**src/rtl/pc_fetch_gen.sv**
```systemverilog
// Fetch-stage program-counter generator: valid/ready fetch handshake, trap/jump redirect, halt/resume FSM.
// Optional feature macro PC_MISALIGN_TRAP_EN turns misaligned jump targets into traps.
module pc_fetch_gen #(
   parameter int                    ADDR_WIDTH   = 32,
   parameter logic [ADDR_WIDTH-1:0] RESET_VECTOR = '0,
   parameter logic [ADDR_WIDTH-1:0] TRAP_VECTOR  = ADDR_WIDTH'(32'h0000_0100),
   parameter int                    INCREMENT    = 4,
   parameter int                    COUNT_WIDTH  = 32
) (
   input  logic                   clk,
   input  logic                   rst,
   input  logic                   stall,
   input  logic                   jump_enable,
   input  logic [ADDR_WIDTH-1:0]  jump_address,
   input  logic                   trap_enable,
   input  logic                   halt_req,
   input  logic                   resume_req,
   input  logic                   fetch_ready,
   output logic                   fetch_valid,
   output logic [ADDR_WIDTH-1:0]  pc_address_out,
   output logic                   misalign_trap,
   output logic [ADDR_WIDTH-1:0]  badaddr_out,
   output logic [COUNT_WIDTH-1:0] fetch_count
);

   typedef enum logic [1:0] {BOOT, RUN, HALT} state_t;

   localparam logic [ADDR_WIDTH-1:0] INC_STEP = ADDR_WIDTH'(INCREMENT);

   state_t                 state_q, state_d;
   logic                   fetch_valid_q, fetch_valid_d;
   logic [ADDR_WIDTH-1:0]  pc_q, pc_d;
   logic [COUNT_WIDTH-1:0] count_q, count_d;
   logic                   handshake;

   assign handshake = fetch_valid_q && fetch_ready;

   // State register (also holds the registered fetch_valid decode)
   always_ff @(posedge clk) begin
      if (rst) begin
         state_q       <= BOOT;
         fetch_valid_q <= 1'b0;
      end else begin
         state_q       <= state_d;
         fetch_valid_q <= fetch_valid_d;
      end
   end

   always_comb begin
      state_d = state_q;
      case (state_q)
         BOOT:    state_d = RUN;
         RUN:     if (halt_req) state_d = HALT;
         HALT:    if (resume_req && !halt_req) state_d = RUN;
         default: state_d = BOOT;
      endcase
   end

   // fetch_valid is decoded from the next state so the output itself is a flop
   always_comb begin
      fetch_valid_d = (state_d == RUN);
   end

`ifdef PC_MISALIGN_TRAP_EN
   logic                  misalign_q, misalign_d;
   logic [ADDR_WIDTH-1:0] badaddr_q, badaddr_d;
   logic                  jump_misaligned;

   assign jump_misaligned = jump_enable && !trap_enable && (jump_address[1:0] != 2'b00);

   always_comb begin
      misalign_d = jump_misaligned;
      badaddr_d  = jump_misaligned ? jump_address : badaddr_q;
   end

   always_ff @(posedge clk) begin
      if (rst) begin
         misalign_q <= 1'b0;
         badaddr_q  <= '0;
      end else begin
         misalign_q <= misalign_d;
         badaddr_q  <= badaddr_d;
      end
   end

   assign misalign_trap = misalign_q;
   assign badaddr_out   = badaddr_q;
`else
   assign misalign_trap = 1'b0;
   assign badaddr_out   = '0;
`endif

   always_comb begin
      pc_d = pc_q;
      if (trap_enable) begin
         pc_d = TRAP_VECTOR;
      end else if (jump_enable) begin
`ifdef PC_MISALIGN_TRAP_EN
         pc_d = jump_misaligned ? TRAP_VECTOR : jump_address;
`else
         pc_d = jump_address & ~ADDR_WIDTH'(3);
`endif
      end else if (state_q != RUN || stall) begin
         pc_d = pc_q;
      end else if (handshake) begin
         pc_d = pc_q + INC_STEP;
      end
   end

   // Accepted fetches are counted even when a redirect or stall wins the PC
   always_comb begin
      count_d = handshake ? count_q + COUNT_WIDTH'(1) : count_q;
   end

   always_ff @(posedge clk) begin
      if (rst) begin
         pc_q    <= RESET_VECTOR;
         count_q <= '0;
      end else begin
         pc_q    <= pc_d;
         count_q <= count_d;
      end
   end

   assign fetch_valid    = fetch_valid_q;
   assign pc_address_out = pc_q;
   assign fetch_count    = count_q;

endmodule

```
**config.mk**
```make
export PLATFORM = sky130hd
export DESIGN_NAME = pc_fetch_gen
export DESIGN_NICKNAME = d
export VERILOG_FILES = /design/src/rtl/pc_fetch_gen.sv
export SDC_FILE = /design/constraint.sdc
export NUM_CORES = 1
export LEC_CHECK = 0
export ABC_CLOCK_PERIOD_IN_PS = 4500
export CAP_MARGIN = 15
export CORE_MARGIN = 4
export CORE_UTILIZATION = 41
export CTS_BUF_LIST = sky130_fd_sc_hd__clkbuf_4
export CTS_CLUSTER_DIAMETER = 40
export CTS_CLUSTER_SIZE = 14
export DETAILED_ROUTE_END_ITERATION = 8
export HOLD_SLACK_MARGIN = 0.08
export MAX_ROUTING_LAYER = met4
export PLACE_DENSITY = 0.74
export SYNTH_ARGS = -nofsm -noshare
export SYNTH_HDL_FRONTEND = slang
export SYNTH_SLANG_ARGS = --single-unit
```
**constraint.sdc**
```tcl
create_clock -name clk -period 4.5 [get_ports clk]
set_input_delay 0.675 -clock clk [delete_from_list [all_inputs] [get_ports clk]]
set_output_delay 0.675 -clock clk [all_outputs]
set_load 0.05 [all_outputs]
```
==> results.ini, run 1 <==
[status]
outcome=finished clean

[timing]
slew_headroom_pct=43.52
finalCriticalPeriod_ns=2.618
finClkSkew_ns=0.01797
rsz0062_at_grt=false
fmax_ghz=0.3820
worst_pin_slew_ns=0.8462
drv_slew=0
hold_viol=0
tns_ns=0
setup_violations=0
post-route-period-util_pct=58.17
hold-worst-slack_ns=0.5070

[placed_design]
dp_cells=606
portBuffers=100
postPlaceCellArea_sq_um=4461
place_congestion=0.8546
dp_hpwl_mm=6.560

[logic_synthesis]
synthArstFlopShare_pct=0
yosysTopAreaCell=dfxtp_1
avgSynthCellArea_sq_um=8.435
yosysUniqueCellTypes=38
synth_ff_type=dfxtp_1
netlist_area_sq_um=3526
yosysTopAreaCellShare_pct=36.91
synth_cells=418
synth_edf_count=0
ys_ff_latch=65
yosysSeqAreaShare_pct=36.91
yosys-top-cells-area=dfxtp_1, buf_4, xnor2_1
ys_warn_count=0

[setup_path]
critical-path-slowest-cell=nor4_1
end_kind=flop
critPathTopFamily=simple AND/OR/NAND/NOR gates
critical_path_class=primary input to flop
max_stage_delay_ns=0.83
cp-start-kind=primary input
path_buf_inv=1
crit_chain=clkdlybuf4s50_1 -> nand4bb_1 -> nor4_1 -> nand3_1 -> xor2_1 -> a21oi_1
path_max_fanout=7
crit_arrival_ns=2.85
critPathRequiredTime_ns=4.73

[floorplanning]
ios=138
start_util_pct=42.48
die_h_um=100.7
num_rows=33
die_x_um=100.7
core_sq_um=8299
dieArea_sq_um=10150

[routing]
initialDrtViolationCount=106
drcViolationCount=0
via_per_inst=5.016
drt.antenna.violating_nets=0
wl_per_cell_um=13.79
dr.pass1.iters=4
vias=3110
wl_mm=8.552

[final_layout]
instances_no_fill=620
diodes=0
nets=554
multiInputGateArea_sq_um=1971
regArea_sq_um=1301
fin_area_sq_um=4577
drive_gt1_share_pct=6.602
fillers=784
area_growth_pct=29.81

[global_routing]
grt_pass1_vias=2858
grt_start_max_net_pins=39
antenna_found_initial=0
overflow=0
grt_pass1_wl_mm=14.06
grt_use_total_pct=17.55

[clocking]
cts_hold_buf=0
clk_pin_slew_worst_paths_ns=0.10
root_buffer=clkbuf_4
tritoncts=done
cts_max_level=3
cts_made_buffers=9
cts_sinks=65
clock_latency_ns=0.39
clockBufferDepth=2
cts_setup_buffers=0
post_cts_resized=0

[power_and_ir_drop]
p_per_area_nw_per_um2=260.3
power.total_mw=1.192
ir_worst_vdd_uv=143.0
p_leak_nw=1.625

[hold_path]
min_path_type=flop to flop

[run]
cap_viol_max_count=0

tightest hold or removal path: cells and delay by family, from the launching register on:
family	cells	cell delay (ns)
AOI/OAI and AO/OA	2	0.13
DFF	1	0.34
worst paths after layout:
check                 start                  to  slack, ns  cells past startpoint
max                   stall  pc_address_out[20]       1.88                      6
min          fetch_count[6]      fetch_count[6]       0.51                      2
max reg2reg      state_q[0]  pc_address_out[20]       2.22                      5
min reg2reg  fetch_count[6]      fetch_count[6]       0.51                      2
layout make-up:
cell class              instances  area share [%]
flip-flops and latches         65           28.43
well taps                     105           2.870
clock buffers                   9           1.476
inverters                       9          0.7381
repair buffers                103           22.36
clock inverters                 5           1.066
multi-input cells             324           43.06
synthesized netlist by cell type (9+ instances only):
library cell	number
dfxtp_1	65
nor2_1	48
buf_4	36
xnor2_1	29
nand3_1	26
xor2_1	26
a21oi_1	25
o21ai_0	24
nand2_1	22
nand4_1	20
nor3_1	11
clkbuf_1	10
inv_1	9
sequential cells by signal, summed over array words and instances, names as in the netlist:
name            cells
fetch_count        32
fetch_valid         1
pc_address_out     30
state_q             2
layout by cell type, fill, tap and decap left out, types with 3 or more instances in the layout:
cell type        instances
clkbuf_4                 9
mux2i_1                  5
nor4_1                   4
buf_4                    3
and4_1                   7
xnor2_1                 29
nor3_2                   7
clkdlybuf4s50_1        100
nand3_1                 26
and3_1                   4
a21oi_1                 25
nor3_1                  11
inv_1                    9
or2_2                    3
o21ai_0                 24
nor4_2                   3
nand4_1                 20
clkinv_1                 3
a211oi_1                 3
conb_1                  35
nor3_4                   3
or3_1                    5
xor2_1                  26
nor2_1                  48
nand2_1                 22
dfxtp_1                 65
routing by layer:
metal  GRT usage [%]  part of all wire (%)  up-vias
met5               -                     0        -
met4           7.150                   1.6        0
met3           3.253                   5.5       10
met2           26.78                    47       85
met1           22.86                    45     1448
li1                -                     -     1567
per-stage QoR:
| step | utilization [%] | worst slack, ns |
|---|---|---|
| after global placement | 53.75 | 1.512 |
| after detailed placement | 53.75 | 1.475 |
| after CTS | 55.15 | 1.904 |
| final | 55.15 | 1.882 |
| after floorplan | - | 2.199 |
| after global routing | 55.15 | 1.707 |
logic make-up after synthesis:
logic type               Yosys count  share of synthesized area, %
buffers and inverters             63                         10.82
flip-flops                        65                         36.91
multiplexers                       5                         1.420
XOR/XNOR                          55                         13.66
AND/OR/NAND/NOR                  171                         28.03
adder cells (fa/ha/maj)            2                        0.7096
AO/OA/AOI/OAI                     56                         8.339
other                              1                        0.1064
power by group:
group | internal (mW) | switching [mW]
sequential | 0.590 | 0.0198
combinational | 0.0684 | 0.153
clock | 0.158 | 0.202
total | 0.816 | 0.375
Note: power is estimated with default switching activity, not from simulation.
==> run 2, diff against run 1 <==
--- a/config.mk
+++ b/config.mk
@@ -5,7 +5,7 @@
 export SDC_FILE = /design/constraint.sdc
 export NUM_CORES = 1
 export LEC_CHECK = 0
-export ABC_CLOCK_PERIOD_IN_PS = 4500
+export ABC_CLOCK_PERIOD_IN_PS = 2150
 export CAP_MARGIN = 15
 export CORE_MARGIN = 4
 export CORE_UTILIZATION = 41
@@ -15,7 +15,7 @@
 export DETAILED_ROUTE_END_ITERATION = 8
 export HOLD_SLACK_MARGIN = 0.08
 export MAX_ROUTING_LAYER = met4
-export PLACE_DENSITY = 0.74
+export PLACE_DENSITY = 0.77
 export SYNTH_ARGS = -nofsm -noshare
 export SYNTH_HDL_FRONTEND = slang
 export SYNTH_SLANG_ARGS = --single-unit
==> constraint.sdc (replaced) <==
create_clock -name clk -period 2.15 [get_ports clk]
set_input_delay 0.3225 -clock clk [delete_from_list [all_inputs] [get_ports clk]]
set_output_delay 0.3225 -clock clk [all_outputs]
set_load 0.05 [all_outputs]
==> run 2 against run 1 <==
Net effect:
- clock skew grew 0.0037 ns
- largest cell class unchanged
- clock power grew 130%
- die area is the same
- routed wire length grew 3.7%
- clock-buffer cell count is the same
- via count grew 2.1%
- sequential cell count is the same
==> results.ini, run 2 (synthesized netlist as in run 1, its figures left out) <==
[status]
outcome=finished clean

[timing]
hold-worst-slack_ns=0.4728
hold_viol=0
fin_ws_ns=0.09419
setup_violations=0
post-route-period-util_pct=95.62
rsz0062_at_grt=false
drv_slew=0
fmax_ghz=0.4864
worst_pin_slew_ns=0.5321
tns_ns=0
finalCriticalPeriod_ns=2.056
finClkSkew_ns=0.02165
slew_headroom_pct=64.41

[global_routing]
grt_start_max_net_pins=41
grt.met1_usage_pct=23.42
grt_pass1_wl_mm=14.35
top_usage_layer=met2
grt_use_total_pct=18.04
antenna_found_initial=0
grt_util_met3_pct=2.976
overflow=0
use_met2_pct=28.41
grt_pass1_vias=2954

[final_layout]
largest_reg_flops=32
fillers=766
instances_no_fill=641
diodes=0
layout_commonest_cell=clkdlybuf4s50_1
fin_area_sq_um=4748
layout_common_cells=clkdlybuf4s50_1, dfxtp_1, nor2_1
area_growth_pct=34.67
nets=573
drive_gt1_share_pct=11.75
fin_util_pct=57.21

[clocking]
cts_sinks=65
post_cts_resized=0
clock_latency_ns=0.40
clockBufferDepth=2
clk_pin_slew_worst_paths_ns=0.13
cts_max_level=3
tritoncts=done
cts_made_buffers=9
root_buffer=clkbuf_4
cts_hold_buf=0
cts_setup_buffers=0

[floorplanning]
core_sq_um=8299
num_rows=33
die_h_um=100.7
ios=138
die_x_um=100.7
start_util_pct=42.48
dieArea_sq_um=10150

[placed_design]
postPlaceCellArea_sq_um=4611
portBuffers=100
place_congestion=0.8580
pre_cts_slack_ns=-0.05470
dp_cells=625
dp_hpwl_mm=6.779

[setup_path]
crit_arrival_ns=1.73
critical_path_class=flop to output pin
path_buf_inv=2
critical-path-slowest-cell=clkdlybuf4s50_1
max_stage_delay_ns=0.81
critPathRequiredTime_ns=1.83
crit_chain=buf_4 -> clkdlybuf4s50_1
path_max_fanout=7
cp-start-kind=flop
critPathTopFamily=buffers and inverters
end_kind=output pin

[routing]
vias=3175
wl_per_cell_um=13.84
drcViolationCount=0
drt.antenna.violating_nets=0
initialDrtViolationCount=131
dr.pass1.iters=5
wl_mm=8.870
via_per_inst=4.953

[power_and_ir_drop]
comb_power_share_pct=18.4
p_per_area_nw_per_um2=541.1
pwr-share-clk_pct=31.9
p_leak_nw=1.727
seqPwrFrac_pct=49.7
switching_share_pct=32.44
internal_power_mw=1.736
power.total_mw=2.569
power_switching_uw=833.5
ir_worst_vdd_uv=300.3

[run]
cap_viol_max_count=0

[hold_path]
min_path_type=primary input to flop

-- run 2: cell types whose count changed in the layout (fill, tap and decap cells not counted) --
cell,change
buf_4,+19
dfxtp_1,-6
inv_6,+1
clkinvlp_4,+2
clkinv_1,-2
dfxtp_2,+6
clkinv_2,+1
-- run 2: layout make-up --
class	count	area [sq um]	share of cell area (%)
Timing Repair Buffer	122	1166	24.56
Clock inverter	7	70.07	1.476
Tap cell	105	131.4	2.767
Clock buffer	9	67.56	1.423
Inverter	9	33.78	0.7115
Sequential cell	65	1309	27.56
Multi-Input combinational cell	324	1971	41.50
-- run 2: layer usage --
metal  up-vias  routed length [um]
met5         -                   0
met2        88                4331
met3        11                 453
met4         0                 105
li1       1602                   -
met1      1474                3980
-- run 2: path summary, 6_finish.rpt --
check	slack, ns	from	to	depth (start not counted)
worst max-delay path	0.09	pc_address_out[9]	pc_address_out[9]	2
worst min-delay path	0.47	jump_address[29]	pc_address_out[29]	3
worst max register to register	0.18	fetch_count[13]	fetch_count[31]	5
worst min register to register	0.51	fetch_count[6]	fetch_count[6]	2
-- run 2: worst register-to-register path, delay by kind of cell (launching register included) --
family / cells / cell delay [ns]
flops: 1 / 0.43
xor+xnor: 1 / 0.16
simple gates: 4 / 1.27
-- run 2: power groups by stage --
stage | combinational (mW) | clock [mW] | sequential, mW
3_3_place_gp | 0.467 | 0 | 1.30
5_1_grt | 0.497 | 0.915 | 1.28
3_5_place_dp | 0.471 | 0 | 1.30
2_1_floorplan | 0.274 | 0 | 1.39
6_report | 0.472 | 0.821 | 1.28
4_1_cts | 0.472 | 0.847 | 1.28
